--- config.mk ---
export PLATFORM = sky130hd
export DESIGN_NAME = bitmap_alloc64
export DESIGN_NICKNAME = d
export VERILOG_FILES = /design/src/rtl/bitmap_alloc64.sv
export SDC_FILE = /design/constraint.sdc
export NUM_CORES = 1
export LEC_CHECK = 0
export BUFFER_PORTS_ARGS = -buffer_cell sky130_fd_sc_hd__clkbuf_2
export CORE_AREA = 4 4 110 112
export CTS_CLUSTER_SIZE = 8
export DETAILED_ROUTE_END_ITERATION = 10
export DIE_AREA = 0 0 114 116
export HOLD_SLACK_MARGIN = 0.03
export PLACE_DENSITY = 0.74
export REMOVE_ABC_BUFFERS = 1
export SYNTH_ARGS = -nofsm -noshare
export SYNTH_HDL_FRONTEND = slang
export SYNTH_SLANG_ARGS = --single-unit
--- constraint.sdc ---
create_clock -name clk -period 3.4 [get_ports clk]
set_clock_uncertainty 0.1 [all_clocks]
set_input_delay 0.51 -clock clk [delete_from_list [all_inputs] [get_ports clk]]
set_output_delay 0.51 -clock clk [all_outputs]
set_load 0.03 [all_outputs]
--- src/rtl/bitmap_alloc64.sv ---
// Bitmap allocator for a 64-entry pool: offers the lowest free index every cycle
// from a registered trailing-zero count, and takes returned entries back into the bitmap.
module bitmap_alloc64 #(
  parameter int N = 64,
  parameter int W = 6
) (
  input  logic         clk,
  input  logic         reset,
  input  logic         flush,
  input  logic         alloc_req,
  output logic         alloc_valid,
  output logic [W-1:0] alloc_idx,
  input  logic         free_valid,
  input  logic [W-1:0] free_idx,
  output logic [W:0]   free_count,
  output logic         free_err
);

  // Handshake: alloc_valid/alloc_idx are an offer; an entry is consumed only in a
  // cycle where alloc_req and alloc_valid are both high (alloc_fire). alloc_req
  // while alloc_valid is low is a no-op. free_valid is unconditionally accepted.

  logic [N-1:0] bitmap;
  logic [N-1:0] bmp_n;
  logic         alloc_fire;
  logic         free_hit;
  logic         free_ok;

  // Lowest set bit of v, or 0 when v is empty.
  function automatic logic [W-1:0] ctz(input logic [N-1:0] v);
    logic [W-1:0] r;
    r = '0;
    for (int i = N - 1; i >= 0; i--) begin
      if (v[i]) r = W'(i);
    end
    return r;
  endfunction

  always_comb begin
    alloc_fire = alloc_req & alloc_valid;
    free_hit   = bitmap[free_idx];
    free_ok    = free_valid & ~free_hit;
    bmp_n      = bitmap;
    if (alloc_fire) bmp_n[alloc_idx] = 1'b0;
    // A legal free can never hit the offered entry, since that entry is already free.
    if (free_ok) bmp_n[free_idx] = 1'b1;
  end

  always_ff @(posedge clk or posedge reset) begin
    if (reset) begin
      bitmap      <= '1;
      alloc_valid <= 1'b1;
      alloc_idx   <= '0;
      free_count  <= (W+1)'(N);
      free_err    <= 1'b0;
    end else begin
      if (free_valid & free_hit) free_err <= 1'b1;
      if (flush) begin
        bitmap      <= '1;
        alloc_valid <= 1'b1;
        alloc_idx   <= '0;
        free_count  <= (W+1)'(N);
      end else begin
        bitmap      <= bmp_n;
        alloc_valid <= |bmp_n;
        alloc_idx   <= ctz(bmp_n);
        free_count  <= free_count - (W+1)'(alloc_fire) + (W+1)'(free_ok);
      end
    end
  end

endmodule
Word-level counts from Yosys, hierarchy flattened
Cells that the tools add are included.
{"block": "totals", "input_bits": 11, "wordCells": 97, "output_inout_bits": 15, "register_bits": 79}
{"block": "classes", "n_bitwise": 7, "n_addsub": 2, "reduce_logical": 3, "n_mux": 76, "order_cmp": 4}
{"op": "$mux 6", "count": 65}
{"op": "$mux 64", "count": 3}
{"op": "$and 64x64->64", "count": 1}
{"op": "$not 64->64", "count": 1}
{"op": "$or 64x64->64", "count": 1}
{"op": "$reduce_or 64->1", "count": 1}
{"op": "$lt 6x7->1 const B", "count": 2}
{"op": "$demux 1 s6", "count": 2}
{"op": "$ge 6x1->1 const B", "count": 2}
{"op": "$add 7x1->7", "count": 1}
{"op": "$mux 7", "count": 1}
{"op": "$sub 7x1->7", "count": 1}
{"op": "$bmux 1 s6", "count": 1}
{"op": "$mux 1", "count": 4}
{"op": "$and 1x1->1", "count": 3}
{"op": "$logic_and 1x1->1", "count": 2}
{"op": "$not 1->1", "count": 1}

Longest topological paths before layout
Gate-level depths: netlist of the first run.
{"block": "depth", "word_depth": 74, "depth_mapped": 21, "depth_no_buf": 17}

Worst setup path before layout of the first run
Ideal clock, no wire load.
{"block": "synth_timing", "kind": "input -> register", "startpoint": "in free_idx[2]", "endpoint": "reg free_count[6]", "arrival_ps": 3767, "setup_slack_ps": -557, "setup_time_ps": 90, "path_stages": 19, "path_buffers": 3, "t_required_ps": 3210, "cell_sequence": "buf_6 -> buf_8 -> buf_8 -> mux4_2 -> a2111oi_4 -> nor3_2 -> nor2_2 -> and2_1 -> nand3_1 -> ha_1 -> inv_1 -> ha_1 -> fa_1 -> a21o_1 -> a21oi_1 -> o21bai_1 -> a21oi_1 -> xnor2_1 -> nand2_1"}
{"block": "synth_via", "elab_chain_len": 6}
{"element": "start: declaration", "line": "14", "source": "input logic [W-1:0] free_idx,"}
{"element": "$bmux 1 s6", "line": "41", "source": "free_hit = bitmap[free_idx];"}
{"element": "$mux 1 (not written as such)", "line": "41"}
{"element": "$not 1->1", "line": "42", "source": "free_ok = free_valid & ~free_hit;"}
{"element": "$and 1x1->1", "line": "42"}
{"element": "$add 7x1->7", "line": "67", "source": "free_count <= free_count - (W+1)'(alloc_fire) + (W+1)'(free_ok);"}
{"element": "$mux 7", "line": "58", "source": "if (flush) begin"}
{"element": "end signal: assignment", "line": "54", "source": "free_count <= (W+1)'(N);"}
{"element": "end signal: assignment", "line": "62", "source": "free_count <= (W+1)'(N);"}
{"element": "end signal: assignment", "line": "67"}
{"element": "end: declaration", "line": "15", "source": "output logic [W:0] free_count,"}
Every way passes these cells. The select of a mux whose other input is x is not followed.
A chain may end at the register's enable or synchronous reset.

Worst setup path after layout of the first run
{"block": "layout_timing", "startpoint": "in free_idx[1]", "endpoint": "reg free_count[6]"}
The elaborated chain is that of the path after synthesis.

==> results of run 1 <==
[registers in the layout, summed over array words and instances (netlist names)]
| register | cells |
|---|---|
| free_err | 1 |
| alloc_idx | 6 |
| free_count | 7 |
| alloc_valid | 1 |
| bitmap | 64 |
[worst max-delay path by stage]
| stage | endpoint | depth (start not counted) | from | slack, ns |
|---|---|---|---|---|
| final | free_count[6] | 19 | free_idx[1] | -0.18 |
| after global routing | free_count[6] | 16 | bitmap[23] | -0.30 |
| after CTS | free_count[6] | 16 | bitmap[23] | -0.07 |
| after detailed placement | free_count[6] | 17 | free_idx[1] | -0.75 |
| after global placement | free_count[6] | 17 | free_idx[1] | -0.67 |
| after floorplan | free_count[6] | 16 | free_idx[1] | -0.41 |
[area by class of cell]
type                    count  share of cell area, %
multi-input cells         565                   46.0
flip-flops and latches     79                   24.4
repair buffers            257                   22.9
clock buffers              12                   2.92
well taps                 143                   2.12
inverters                  20                  0.889
clock inverters             4                  0.830
[metrics by stage]
step                      setup TNS, ns  setup WS, ns  utilization (%)
after CTS                       -0.0741       -0.0741             74.0
after global placement            -4.48        -0.675             69.8
after global routing              -1.05        -0.300             75.3
after floorplan                  -0.616        -0.407                -
after detailed placement          -5.16        -0.748             69.8
final                            -0.417        -0.180             75.3
[power breakdown]
part           internal, mW  leakage, nW  switching (mW)
clock network         0.661        0.157           0.412
logic                 0.398         2.40           0.547
registers             0.988        0.863          0.0372
[cells in the final DEF, fill, tap and decap left out, types with 5 or more instances in the layout]
cell,count
nand4_1,6
a211oi_1,15
a211o_1,6
or3_1,6
and2_1,8
nand2_1,94
o21a_1,14
o21ai_0,62
buf_4,226
clkbuf_16,9
nor3_1,9
or2_2,7
a21o_1,9
a21boi_1,5
nand3_1,23
o31a_1,7
a31oi_1,8
clkbuf_2,24
dfstp_2,66
o21ai_1,8
nor2b_1,8
a22oi_1,5
o211ai_1,17
nand2b_1,27
a21oi_1,28
inv_1,17
a21boi_0,10
nor2_1,41
dfrtp_1,13
o221ai_1,6
a21oi_2,5
mux2i_1,17
[logic make-up after synthesis]
logic type / Yosys count
flops: 79
xor+xnor: 6
mux: 24
compound gates: 254
simple gates: 273
buf+inv: 61
fa+ha+maj: 8
[metal layers]
| layer | wire length, um | vias to the layer above | GRT usage [%] | share of wire [%] |
|---|---|---|---|---|
| met4 | 2420 | 2 | 29.8 | 8.7 |
| met5 | 13 | - | 0 | 0.047 |
| met3 | 3800 | 204 | 13.5 | 14 |
| met1 | 9830 | 3381 | 51.7 | 35 |
| li1 | - | 3078 | - | - |
| met2 | 11800 | 659 | 62.6 | 42 |
[repair_timing]
| item | CTS | global route |
|---|---|---|
| endpoints found under the setup margin | 7 | 10 |
| setup buffers | 6 | 5 |
| pin swaps | 12 | 13 |
| cloned | 0 | 0 |
| hold buffers | 0 | 0 |
| resized for setup | 23 | 26 |
[worst max-delay path, stage by stage]
cell and delay [ns]:
clkbuf_2 0.14, buf_4 0.20, and2b_1 0.21, a221oi_1 0.28
o21ai_1 0.14, nor4b_4 0.15, nor2_1 0.15, and2_4 0.18
nand3_4 0.09, ha_4 0.29, inv_2 0.04, ha_4 0.16
fa_2 0.36, a21o_1 0.19, a21oi_2 0.16, o21bai_1 0.08
a21oi_1 0.19, xnor2_1 0.14, nand2_1 0.07
==> results.py, run 1 <==
metrics = {
    "min_path": {
        "min_path_type": "in2async",
    },
    "logic_synthesis": {
        "yosysTopAreaCell": "dfstp_2",
        "synthArstFlopShare_pct": 100,
        "syn_inst": 705,
        "syn_area_um2": 6050,
        "synth-simple-area-share_pct": 24.3,
        "synth_xor_area_share_pct": 0.868,
        "yosys_register_bits": 79,
        "synth_commonest_cells": "95 x nand2_1, 68 x o21ai_0, 66 x dfstp_2",
        "synth_top_cell_area_share_pct": 28.7,
        "yosysWarnings": 0,
        "synth_area_leaders": "dfstp_2 29%, nand2_1 5.9%, o21ai_0 5.6%, dfrtp_1 5.4%, mux2i_1 3.0%",
        "yosys.area_share.adder_pct": 1.78,
        "ys.flop_type": "dfstp_2",
        "synth.most_common_cell": "nand2_1",
        "seq_area_frac_synth_pct": 34.0,
        "syn_area_per_cell_um2": 8.58,
        "synth_mux_area_share_pct": 4.65,
        "synth-edff-count": 0,
        "synth_compound_area_share_pct": 29.3,
        "synth_top_family_by_area": "compound AO/OA/AOI/OAI gates",
        "ys_types": 86,
    },
    "grt": {
        "antenna_found_initial": 1,
        "grt_pass1_vias": 7118,
        "grt_usage_pct": 42.1,
        "grt_max_degree": 33,
        "grt_overflow": 0,
        "grt_pass1_wl_mm": 41.2,
    },
    "setup_path": {
        "ff2ff_setup_slack_ns": -0.16,
        "reg2reg_to": "free_count[6]",
        "reg2reg_depth": 16,
        "critPathArrivalTime_ns": 3.74,
        "worstPathRequired_ns": 3.56,
        "worstSetupEndpointType": "flop",
        "reg2reg_from": "bitmap[23]",
        "crit_fanout": 10,
        "cp-start-kind": "primary input",
        "critical_path_class": "in2reg",
    },
    "finish": {
        "insertedDiodeCount": 0,
        "multi_input_area_um2": 3880,
        "fill_cells": 851,
        "fin_cells": 1080,
        "seqCellArea_um2": 2060,
        "drive_above_1_share_pct": 43.6,
        "area_growth_pct": 39.5,
        "fin_area_um2": 8450,
        "final_nets": 951,
    },
    "route": {
        "dr.pass1.iters": 7,
        "ant_nets": 0,
        "drt-initial-drc-count": 1245,
        "wire_per_inst_um": 25.8,
        "avgViaCountPerCell": 6.78,
        "vias": 7324,
        "drt_wl_total_mm": 27.9,
        "drcViolationCount": 0,
    },
    "clock_tree": {
        "root_buffer": "clkbuf_16",
        "clock_sinks": 79,
        "cts_tree": "yes",
        "h-tree-depth": 3,
        "clockBufferDepth": 2,
        "cts.clk_slew.worst_paths_ns": 0.06,
        "numCtsBuffers": 9,
        "clock_latency_ns": 0.36,
    },
    "sta": {
        "hold_viol_final": 0,
        "worst_slack_ns": -0.180,
        "worst_hold_slack_ns": 0.123,
        "fin_crit_sh_pct": 105,
        "tightest_slew_ns": 0.649,
        "period_needed_ns": 3.58,
        "rsz0062_at_grt": "yes",
        "max_freq_mhz": 279,
        "drv_slew": 0,
        "relSlewSlack_pct": 56.7,
        "setup_viol": 6,
    },
    "run": {
        "drv_cap": 0,
    },
    "floorplan": {
        "ios": 26,
        "die_w_um": 114,
        "die_area_um2": 13200,
        "core_area_um2": 11200,
        "start_util_pct": 53.9,
        "placementRows": 39,
        "die_h_um": 116,
    },
    "placed_design": {
        "port_buffers": 25,
        "place_hpwl_mm": 21.2,
        "place.gp.congestion": 1.13,
        "place_inst": 1053,
        "dpl-instance-area_um2": 7830,
    },
    "outcome": {
        "violations": "setup timing",
        "status": "complete, but fails checks",
    },
    "pwr": {
        "cellLeakagePower_nw": 3.42,
        "ir_worst_vdd_mv": 0.576,
        "p_per_area_nw_per_um2": 360,
        "finalPower_mw": 3.04,
    },
}
(Power assumes the default switching activity.)
==> run 2: changes to the inputs <==
--- a/config.mk
+++ b/config.mk
@@ -6,12 +6,12 @@
 export NUM_CORES = 1
 export LEC_CHECK = 0
 export BUFFER_PORTS_ARGS = -buffer_cell sky130_fd_sc_hd__clkbuf_2
-export CORE_AREA = 4 4 110 112
+export CORE_AREA = 4 4 109 111
 export CTS_CLUSTER_SIZE = 8
 export DETAILED_ROUTE_END_ITERATION = 10
-export DIE_AREA = 0 0 114 116
+export DIE_AREA = 0 0 113 115
 export HOLD_SLACK_MARGIN = 0.03
-export PLACE_DENSITY = 0.74
+export PLACE_DENSITY = 0.76
 export REMOVE_ABC_BUFFERS = 1
 export SYNTH_ARGS = -nofsm -noshare
 export SYNTH_HDL_FRONTEND = slang
==> run 2 against run 1 <==
  * The run still ends with setup timing left
  * Final cell count decreased by 1.0%
  * Count of clock-buffer cells in the layout grew 1
  * Worst setup slack got worse by 0.051 ns
  * Critical endpoint unchanged
  * Largest cell class unchanged
==> results.py, run 2 (same netlist as run 1, synthesis figures left out) <==
metrics = {
    "floorplan": {
        "core_area_um2": 10800,
        "placementRows": 38,
        "die_h_um": 115,
        "die_w_um": 113,
        "die_area_um2": 13000,
        "ios": 26,
        "start_util_pct": 56.1,
    },
    "setup_path": {
        "cp-endpoint": "free_count[6]",
        "critPathMaxStageDelay_ns": 0.49,
        "critical_path_class": "reg2reg",
        "reg2reg_from": "bitmap[21]",
        "path_depth": 16,
        "worstSetupEndpointType": "flop",
        "startpoint": "bitmap[21]",
        "crit_family": "compound AO/OA/AOI/OAI gates",
        "crit_fanout": 2,
        "cp-start-kind": "flop",
        "reg2reg_to": "free_count[6]",
        "cp.buffers_inverters": 1,
        "worstPathRequired_ns": 3.59,
        "crit_chain": "mux4_2 > a2111oi_4 > nor3_2 > nor2_2 > and2_4 > nand3_4 > ha_4 > inv_2 > ha_4 > fa_2 > a21o_1 > a21oi_2 > o21bai_1 > a21oi_2 > xnor2_1 > nand2_1",
        "slowest_stage": "mux4_2",
        "ff2ff_setup_slack_ns": -0.23,
        "reg2reg_depth": 16,
        "critPathArrivalTime_ns": 3.82,
    },
    "grt": {
        "grt_usage_pct": 41.2,
        "grt_pass1_vias": 7024,
        "grt_overflow": 0,
        "grt_pass1_wl_mm": 40.3,
        "grt_max_degree": 60,
        "antenna_found_initial": 1,
    },
    "clock_tree": {
        "clock_latency_ns": 0.38,
        "cts_tree": "yes",
        "root_buffer": "clkbuf_8",
        "cts.clk_slew.worst_paths_ns": 0.09,
        "numCtsBuffers": 9,
        "clockBufferDepth": 2,
        "h-tree-depth": 3,
        "cts_hold_buf": 0,
        "clock_sinks": 79,
    },
    "placed_design": {
        "port_buffers": 25,
        "place_inst": 1039,
        "place_hpwl_mm": 20.4,
        "place.gp.congestion": 1.18,
    },
    "sta": {
        "period_needed_ns": 3.63,
        "drv_slew": 0,
        "setup_viol": 3,
        "tns_ns": -0.395,
        "rsz0062_at_grt": "yes",
        "fin_crit_sh_pct": 107,
        "hold_viol_final": 0,
        "relSlewSlack_pct": 24.1,
        "tightest_slew_ns": 1.13,
        "worst_slack_ns": -0.230,
        "max_freq_mhz": 275,
    },
    "finish": {
        "fill_cells": 782,
        "fin_cells": 1069,
        "final_nets": 942,
        "area_growth_pct": 36.4,
        "drive_above_1_share_pct": 43.8,
        "multi_input_area_um2": 3910,
        "seqCellArea_um2": 2060,
        "final_util_pct": 76.5,
        "largest_reg_flops": 64,
        "layout_commonest_cell": "buf_4",
        "top_regs": "bitmap: 64 flops, free_count: 7 flops, alloc_idx: 6 flops",
        "most-common-layout-cells": "218 x buf_4, 95 x nand2_1, 66 x dfstp_2",
        "regMostFlops": "bitmap",
    },
    "route": {
        "avgViaCountPerCell": 6.83,
        "ant_nets": 0,
        "drt_wl_total_mm": 26.9,
        "drt-initial-drc-count": 1204,
        "wire_per_inst_um": 25.1,
        "drcViolationCount": 0,
        "dr.pass1.iters": 6,
        "vias": 7298,
    },
    "pwr": {
        "seq_power_share_pct": 39.4,
        "ir_worst_vdd_mv": 0.643,
        "cellLeakagePower_nw": 3.30,
        "power_frac_comb_pct": 34.8,
        "power.internal_mw": 1.65,
        "switching_share_pct": 36.4,
        "clockPowerShare_pct": 25.8,
        "p_per_area_nw_per_um2": 314,
        "power.net_switching_mw": 0.944,
    },
    "outcome": {
        "status": "complete, but fails checks",
        "violations": "setup timing",
    },
    "min_path": {
        "min_path_type": "in2async",
    },
    "run": {
        "drv_cap": 0,
    },
}
[run 2: cell types whose count changed in the layout (fill, tap and decap cells not counted), sizes merged]
cell	before	now
bufinv	2	0
diode	0	1
inv	20	18
clkinvlp	0	2
buf	232	224
clkinv	2	3
[run 2: worst register-to-register path: stages (launching register included)]
cell and delay (ns):
dfstp_2 0.40, mux4_2 0.49, a2111oi_4 0.42, nor3_2 0.09
nor2_2 0.14, and2_4 0.18, nand3_4 0.08, ha_4 0.28
inv_2 0.04, ha_4 0.15, fa_2 0.34, a21o_1 0.18
a21oi_2 0.15, o21bai_1 0.09, a21oi_2 0.17, xnor2_1 0.15
nand2_1 0.07
[run 2: timing repair]
item                       CTS  global route
buffers inserted             6             9
pin swaps                   11            22
gates resized for setup     20            42
setup endpoints to repair    5            10
[run 2: through the flow]
stage          hold slack [ns]  setup WS [ns]  cell area (um2)  power (mW)
3_5_place_dp             0.348         -0.710             7730        1.81
2_1_floorplan            0.408         -0.407             5820        1.47
3_3_place_gp             0.349         -0.647             7730        1.78
6_report                 0.172         -0.230             8250        2.59
4_1_cts                  0.188        -0.0777             8030        2.52
5_1_grt                  0.247         -0.373             8250        2.69
[run 2: cell type report]
type / count / share of cell area, %
multi-input combinational: 565 / 47.4
inverter: 20 / 0.970
timing repair buffer: 248 / 22.5
clock inverter: 3 / 0.258
clock buffer: 13 / 1.80
sequential: 79 / 25.0
tap: 140 / 2.12
antenna: 1 / 0.0303
[run 2: power by group through the flow]
stage	logic [mW]	registers, mW	clock network [mW]
after floorplan	0.380	1.09	0
after global placement	0.753	1.03	0
after detailed placement	0.776	1.04	0
after CTS	0.829	1.02	0.667
after global routing	0.958	1.03	0.707
final	0.904	1.02	0.669
[run 2: routing by layer]
layer | track usage (%) | share of wire (%) | up-vias
met3 | 10.6 | 13 | 183
met5 | 0 | 0.052 | -
met4 | 27.2 | 8.0 | 2
met2 | 61.8 | 42 | 608
met1 | 52.7 | 37 | 3448
li1 | - | - | 3057
[run 2: worst min-delay path by stage]
stage,slack [ns],from,end,depth (start not counted)
final,0.17,reset,alloc_idx[5],2
after global routing,0.25,reset,free_count[2],2
after CTS,0.19,reset,alloc_idx[3],2
after detailed placement,0.35,free_err,free_err,1
after global placement,0.35,free_err,free_err,1
after floorplan,0.41,bitmap[63],bitmap[63],2
